### src/rtl/fifo_rd_fwft_stage.sv
// fifo_rd_fwft_stage
//   Read-side output stage of the async FIFO (rclk domain). Turns the FIFO's
//   r_en/empty interface with 1-cycle RAM read latency into a first-word-
//   fall-through valid/ready stream by prefetching into a small local buffer.
//
// Ports
//   rclk        read-domain clock
//   rrst_n      asynchronous active-low reset
//   empty       registered empty flag from the read-pointer handler
//   r_en        read request to the read-pointer handler and RAM
//   fifo_rdata  RAM read data, valid the cycle after an accepted read
//   m_valid     head word available
//   m_ready     consumer accepts the head word
//   m_data      head word
//   buf_count   words currently held in the local buffer
module fifo_rd_fwft_stage #(
    parameter int DATA_WIDTH = 8,
    parameter int BUF_DEPTH  = 3
) (
    input  logic                               rclk,
    input  logic                               rrst_n,
    input  logic                               empty,
    output logic                               r_en,
    input  logic [DATA_WIDTH-1:0]              fifo_rdata,
    output logic                               m_valid,
    input  logic                               m_ready,
    output logic [DATA_WIDTH-1:0]              m_data,
    output logic [$clog2(BUF_DEPTH+1)-1:0]     buf_count
);

    localparam int CNT_W = $clog2(BUF_DEPTH + 1);
    localparam int IDX_W = (BUF_DEPTH > 1) ? $clog2(BUF_DEPTH) : 1;

    logic [DATA_WIDTH-1:0] mem [BUF_DEPTH];
    logic [IDX_W-1:0]      head;
    logic [IDX_W-1:0]      tail;
    logic [CNT_W-1:0]      count;
    logic                  inflight;
    logic                  active;
    logic                  pop;
    logic [CNT_W:0]        credit_used;

    function automatic logic [IDX_W-1:0] wrap_inc(input logic [IDX_W-1:0] idx);
        if (idx == IDX_W'(BUF_DEPTH - 1)) begin
            return '0;
        end
        return idx + 1'b1;
    endfunction

    // The credit check counts the read still in flight, so a landing word
    // always finds a free slot. 'active' holds r_en low while in reset even
    // if empty is already low.
    always_comb begin
        credit_used = {1'b0, count} + {{CNT_W{1'b0}}, inflight};
        r_en        = active && !empty && (credit_used < (CNT_W+1)'(BUF_DEPTH));
        m_valid     = (count != '0);
        m_data      = mem[head];
        pop         = m_valid && m_ready;
        buf_count   = count;
    end

    always_ff @(posedge rclk or negedge rrst_n) begin
        if (!rrst_n) begin
            active   <= 1'b0;
            inflight <= 1'b0;
            head     <= '0;
            tail     <= '0;
            count    <= '0;
            for (int unsigned i = 0; i < BUF_DEPTH; i++) begin
                mem[i] <= '0;
            end
        end else begin
            active   <= 1'b1;
            inflight <= r_en;
            if (inflight) begin
                mem[tail] <= fifo_rdata;
                tail      <= wrap_inc(tail);
            end
            if (pop) begin
                head <= wrap_inc(head);
            end
            case ({inflight, pop})
                2'b10:   count <= count + 1'b1;
                2'b01:   count <= count - 1'b1;
                default: count <= count;
            endcase
        end
    end

    a_count_bound: assert property (@(posedge rclk) disable iff (!rrst_n)
        count <= CNT_W'(BUF_DEPTH));

    a_no_land_full: assert property (@(posedge rclk) disable iff (!rrst_n)
        !(inflight && count == CNT_W'(BUF_DEPTH)));

endmodule
### config.mk
export PLATFORM = sky130hd
export DESIGN_NAME = fifo_rd_fwft_stage
export DESIGN_NICKNAME = d
export VERILOG_FILES = /design/src/rtl/fifo_rd_fwft_stage.sv
export SDC_FILE = /design/constraint.sdc
export NUM_CORES = 1
export LEC_CHECK = 0
export ABC_CLOCK_PERIOD_IN_PS = 3050
export BUFFER_PORTS_ARGS = -buffer_cell sky130_fd_sc_hd__buf_2
export CAP_MARGIN = 20
export CORE_MARGIN = 2
export CORE_UTILIZATION = 58
export CTS_CLUSTER_SIZE = 40
export DETAILED_ROUTE_END_ITERATION = 8
export GPL_TIMING_DRIVEN = 0
export PLACE_DENSITY = 0.82
export SYNTH_ARGS = -nofsm -noshare
export SYNTH_HDL_FRONTEND = slang
export SYNTH_SLANG_ARGS = --single-unit
### constraint.sdc
create_clock -name rclk -period 3.05 [get_ports rclk]
set_input_delay 0.1525 -clock rclk [delete_from_list [all_inputs] [get_ports rclk]]
set_output_delay 0.1525 -clock rclk [all_outputs]
set_load 0.01 [all_outputs]
==> out/qor.txt <==
outcome -> finished, final reports clean
period utilization -> 69.8%
Hold-fix buffers, CTS -> 2
layout cells sized above 1 -> 42.9%
Cells after Synth -> 108
total die area -> 2920 µm²
Reg clk slew, reported paths -> 0.10 ns
Setup crit start -> buf_count[0]
share of the synthesized area in the top cell type -> 55.2%
Worst R2R Start -> buf_count[0]
Area contributors post-synth -> dfrtp_1 (55%), mux2_2 (13%), mux2_4 (8.3%), mux2i_1 (5.5%), o21ai_0 (3.4%)
worst hold slack -> 0.0660 ns
core area -> 2430 µm²
synthesized area -> 1450 µm²
slew margin rel. -> 52.8%
CP top delay family -> adder cells
routability cong. -> 0.624
DRT antenna net count -> 0
Post-route DRC -> 0
CTS buffer count -> 5
final core occ -> 69.4%
RSZ-0062 raised after global routing -> no
Post-CTS Setup Repair Bufs -> 0
slowest cell on the critical path -> a2111oi_0
root buffer cell -> clkbuf_4
worst clock skew -> 0.00828 ns
CTS tree -> done
crit path max fanout -> 6
port bufs -> 23
depth of the CTS H-tree -> 2
worst min path class -> input port to flip-flop
Starting Density -> 59.7%
final setup violation count -> 0
overall global routing resource usage -> 20.7%
initial antenna violation count -> 0
max-cap viol count -> 0
largest net degree at the start of global routing -> 33
Synth-to-Final Area Change -> 16.4%
CP dominant cell by count -> ha_1
cell row count -> 18
critical path class -> flip-flop to output pin
Data required, critical path -> 2.90 ns
Die X -> 54.0 µm
Final Max Tran Viols -> 0
sequential-to-total area share from yosys stat -> 55.2%
Mean Syn Cell Area -> 13.4 µm²
via count -> 901
syn_nets -> 123
initial DRC count -> 6
io pins -> 24
vias in the first global route -> 915
post-synth top area cell -> dfrtp_1
Synth cell types -> 25
number of synthesized register bits -> 32
FMAX -> 470 MHz
Tmin final -> 2.13 ns
CP endpoint kind -> output pin
Hold Crit Start -> fifo_rdata[2]
final net count -> 155
P per Cell Area -> 1040 nW/µm²
yosys warns -> 0
final WL -> 2.53 mm
endpoints failing hold -> 0
Overflow after GRT -> 0
Max VDD drop -> 0.619 mV
Least-Margin Pin Slew -> 0.707 ns
Max stage delay on crit path -> 0.47 ns
Leak -> 0.818 nW
Num Clock Sinks -> 32
CTS-repair resized insts -> 0
HPWL after DPL -> 1.68 mm
Worst Setup Start Kind -> flip-flop
WP data arrival -> 1.98 ns
DRT Pass-1 Iters -> 4
first-pass GRT wire length -> 3.96 mm
Die H -> 54.0 µm
CP Buf/Inv Count -> 1
n_diodes -> 0
Fin Setup TNS -> 0 ns
routed length per placed instance -> 14.9 µm
detail-routed via count per cell -> 5.30
PnR Total Power -> 1.76 mW
worst path cell trace -> ha_1 -> ha_1 -> a2111oi_0 -> buf_2
worst skew pair latency -> 0.34 ns
clk buf depth -> 2
==> synth_stat cells (all sizes together) <==
library cell / number
dfrtp: 32
mux2: 25
o21ai: 10
mux2i: 8
nand2: 8
inv: 4
buf: 3
ha: 3
a21o: 2
nor3: 2
xnor2: 2
a2111oi: 1
clkbuf: 1
conb: 1
nand3: 1
nor2: 1
nor2b: 1
or2: 1
or3: 1
xor2: 1
==> final cells by class <==
cell class / count / area [µm²]
Buffer: 4 / 23.8
Inverter: 4 / 15.0
Multi-Input combinational cell: 68 / 612
Timing Repair Buffer: 25 / 135
Clock buffer: 7 / 65.1
Fill cell: 178 / 743
Tap cell: 30 / 37.5
Sequential cell: 32 / 801
==> placed cells by master (no fill, tap or decap) <==
| cell type | instances |
|---|---|
| clkbuf_4 | 5 |
| nand3_1 | 1 |
| or3_1 | 1 |
| inv_2 | 1 |
| ha_1 | 3 |
| xnor2_1 | 2 |
| conb_1 | 1 |
| mux2_4 | 8 |
| nand2_1 | 8 |
| mux2_2 | 17 |
| dfrtp_1 | 32 |
| o21ai_0 | 10 |
| clkbuf_8 | 2 |
| buf_2 | 24 |
| a2111oi_0 | 1 |
| dlygate4sd3_1 | 2 |
| buf_6 | 1 |
| nor3_1 | 1 |
| mux2i_1 | 8 |
| nor2b_1 | 1 |
| xor2_1 | 1 |
| nor2_1 | 1 |
| nor3_4 | 1 |
| clkbuf_1 | 1 |
| a21o_1 | 2 |
| inv_1 | 3 |
| buf_1 | 1 |
| or2_2 | 1 |
==> metal layers <==
layer | part of all wire (%) | routed length [µm] | track usage, %
met5 | 0 | 0 | 0
met4 | 2.5 | 62 | 16.3
met3 | 4.5 | 113 | 6.11
met2 | 47 | 1200 | 32.1
met1 | 46 | 1150 | 23.7
==> final timing paths <==
| check | cells past startpoint | to | slack (ns) |
|---|---|---|---|
| min in group asynchronous | 2 | mem[19] | 0.39 |
| hold reg to reg | 1 | mem[13] | 0.51 |
| max in group asynchronous | 2 | mem[17] | 2.20 |
| setup / recovery | 4 | r_en | 0.92 |
| hold / removal | 2 | mem[2] | 0.07 |
| setup reg to reg | 5 | buf_count[1] | 1.37 |
==> power by group <==
part | switching, mW | internal [mW]
Clock | 0.139 | 0.131
Combinational | 0.334 | 0.402
Sequential | 0.125 | 0.631
==> cells by family (layout without fill, tap and decap cells) <==
| kind of cell | count (synthesis) | in the layout | synth area share (%) |
|---|---|---|---|
| AO/OA/AOI/OAI | 13 | 13 | 5.09 |
| flip-flops | 32 | 32 | 55.2 |
| other | 1 | 1 | 0.258 |
| AND/OR/NAND/NOR | 15 | 15 | 5.43 |
| buffers and inverters | 8 | 40 | 2.67 |
| XOR/XNOR | 3 | 3 | 1.81 |
| multiplexers | 33 | 33 | 27.0 |
| adder cells (fa/ha/maj) | 3 | 3 | 2.59 |
==> worst register-to-register path, cell delays in order (launching register included) <==
cell	delay, ns
dfrtp_1	0.46
o21ai_0	0.44
inv_1	0.10
ha_1	0.32
nor2_1	0.15
xor2_1	0.15
==> flip-flops by register name, summed over array words and instances, names as in the netlist <==
| signal | count |
|---|---|
| active | 1 |
| buf_count | 2 |
| head | 2 |
| inflight | 1 |
| mem | 24 |
| tail | 2 |
==> through the flow <==
| stage | setup WS (ns) | cells | instance area [µm²] |
|---|---|---|---|
| floorplan | 1.13 | 108 | 1450 |
| global placement | 1.32 | 161 | 1600 |
| finish | 0.922 | 170 | 1690 |
| detailed placement | 1.27 | 161 | 1600 |
| global route | 0.702 | 170 | 1690 |
| CTS | 0.882 | 170 | 1690 |
Power figures use the tool's default switching activity.
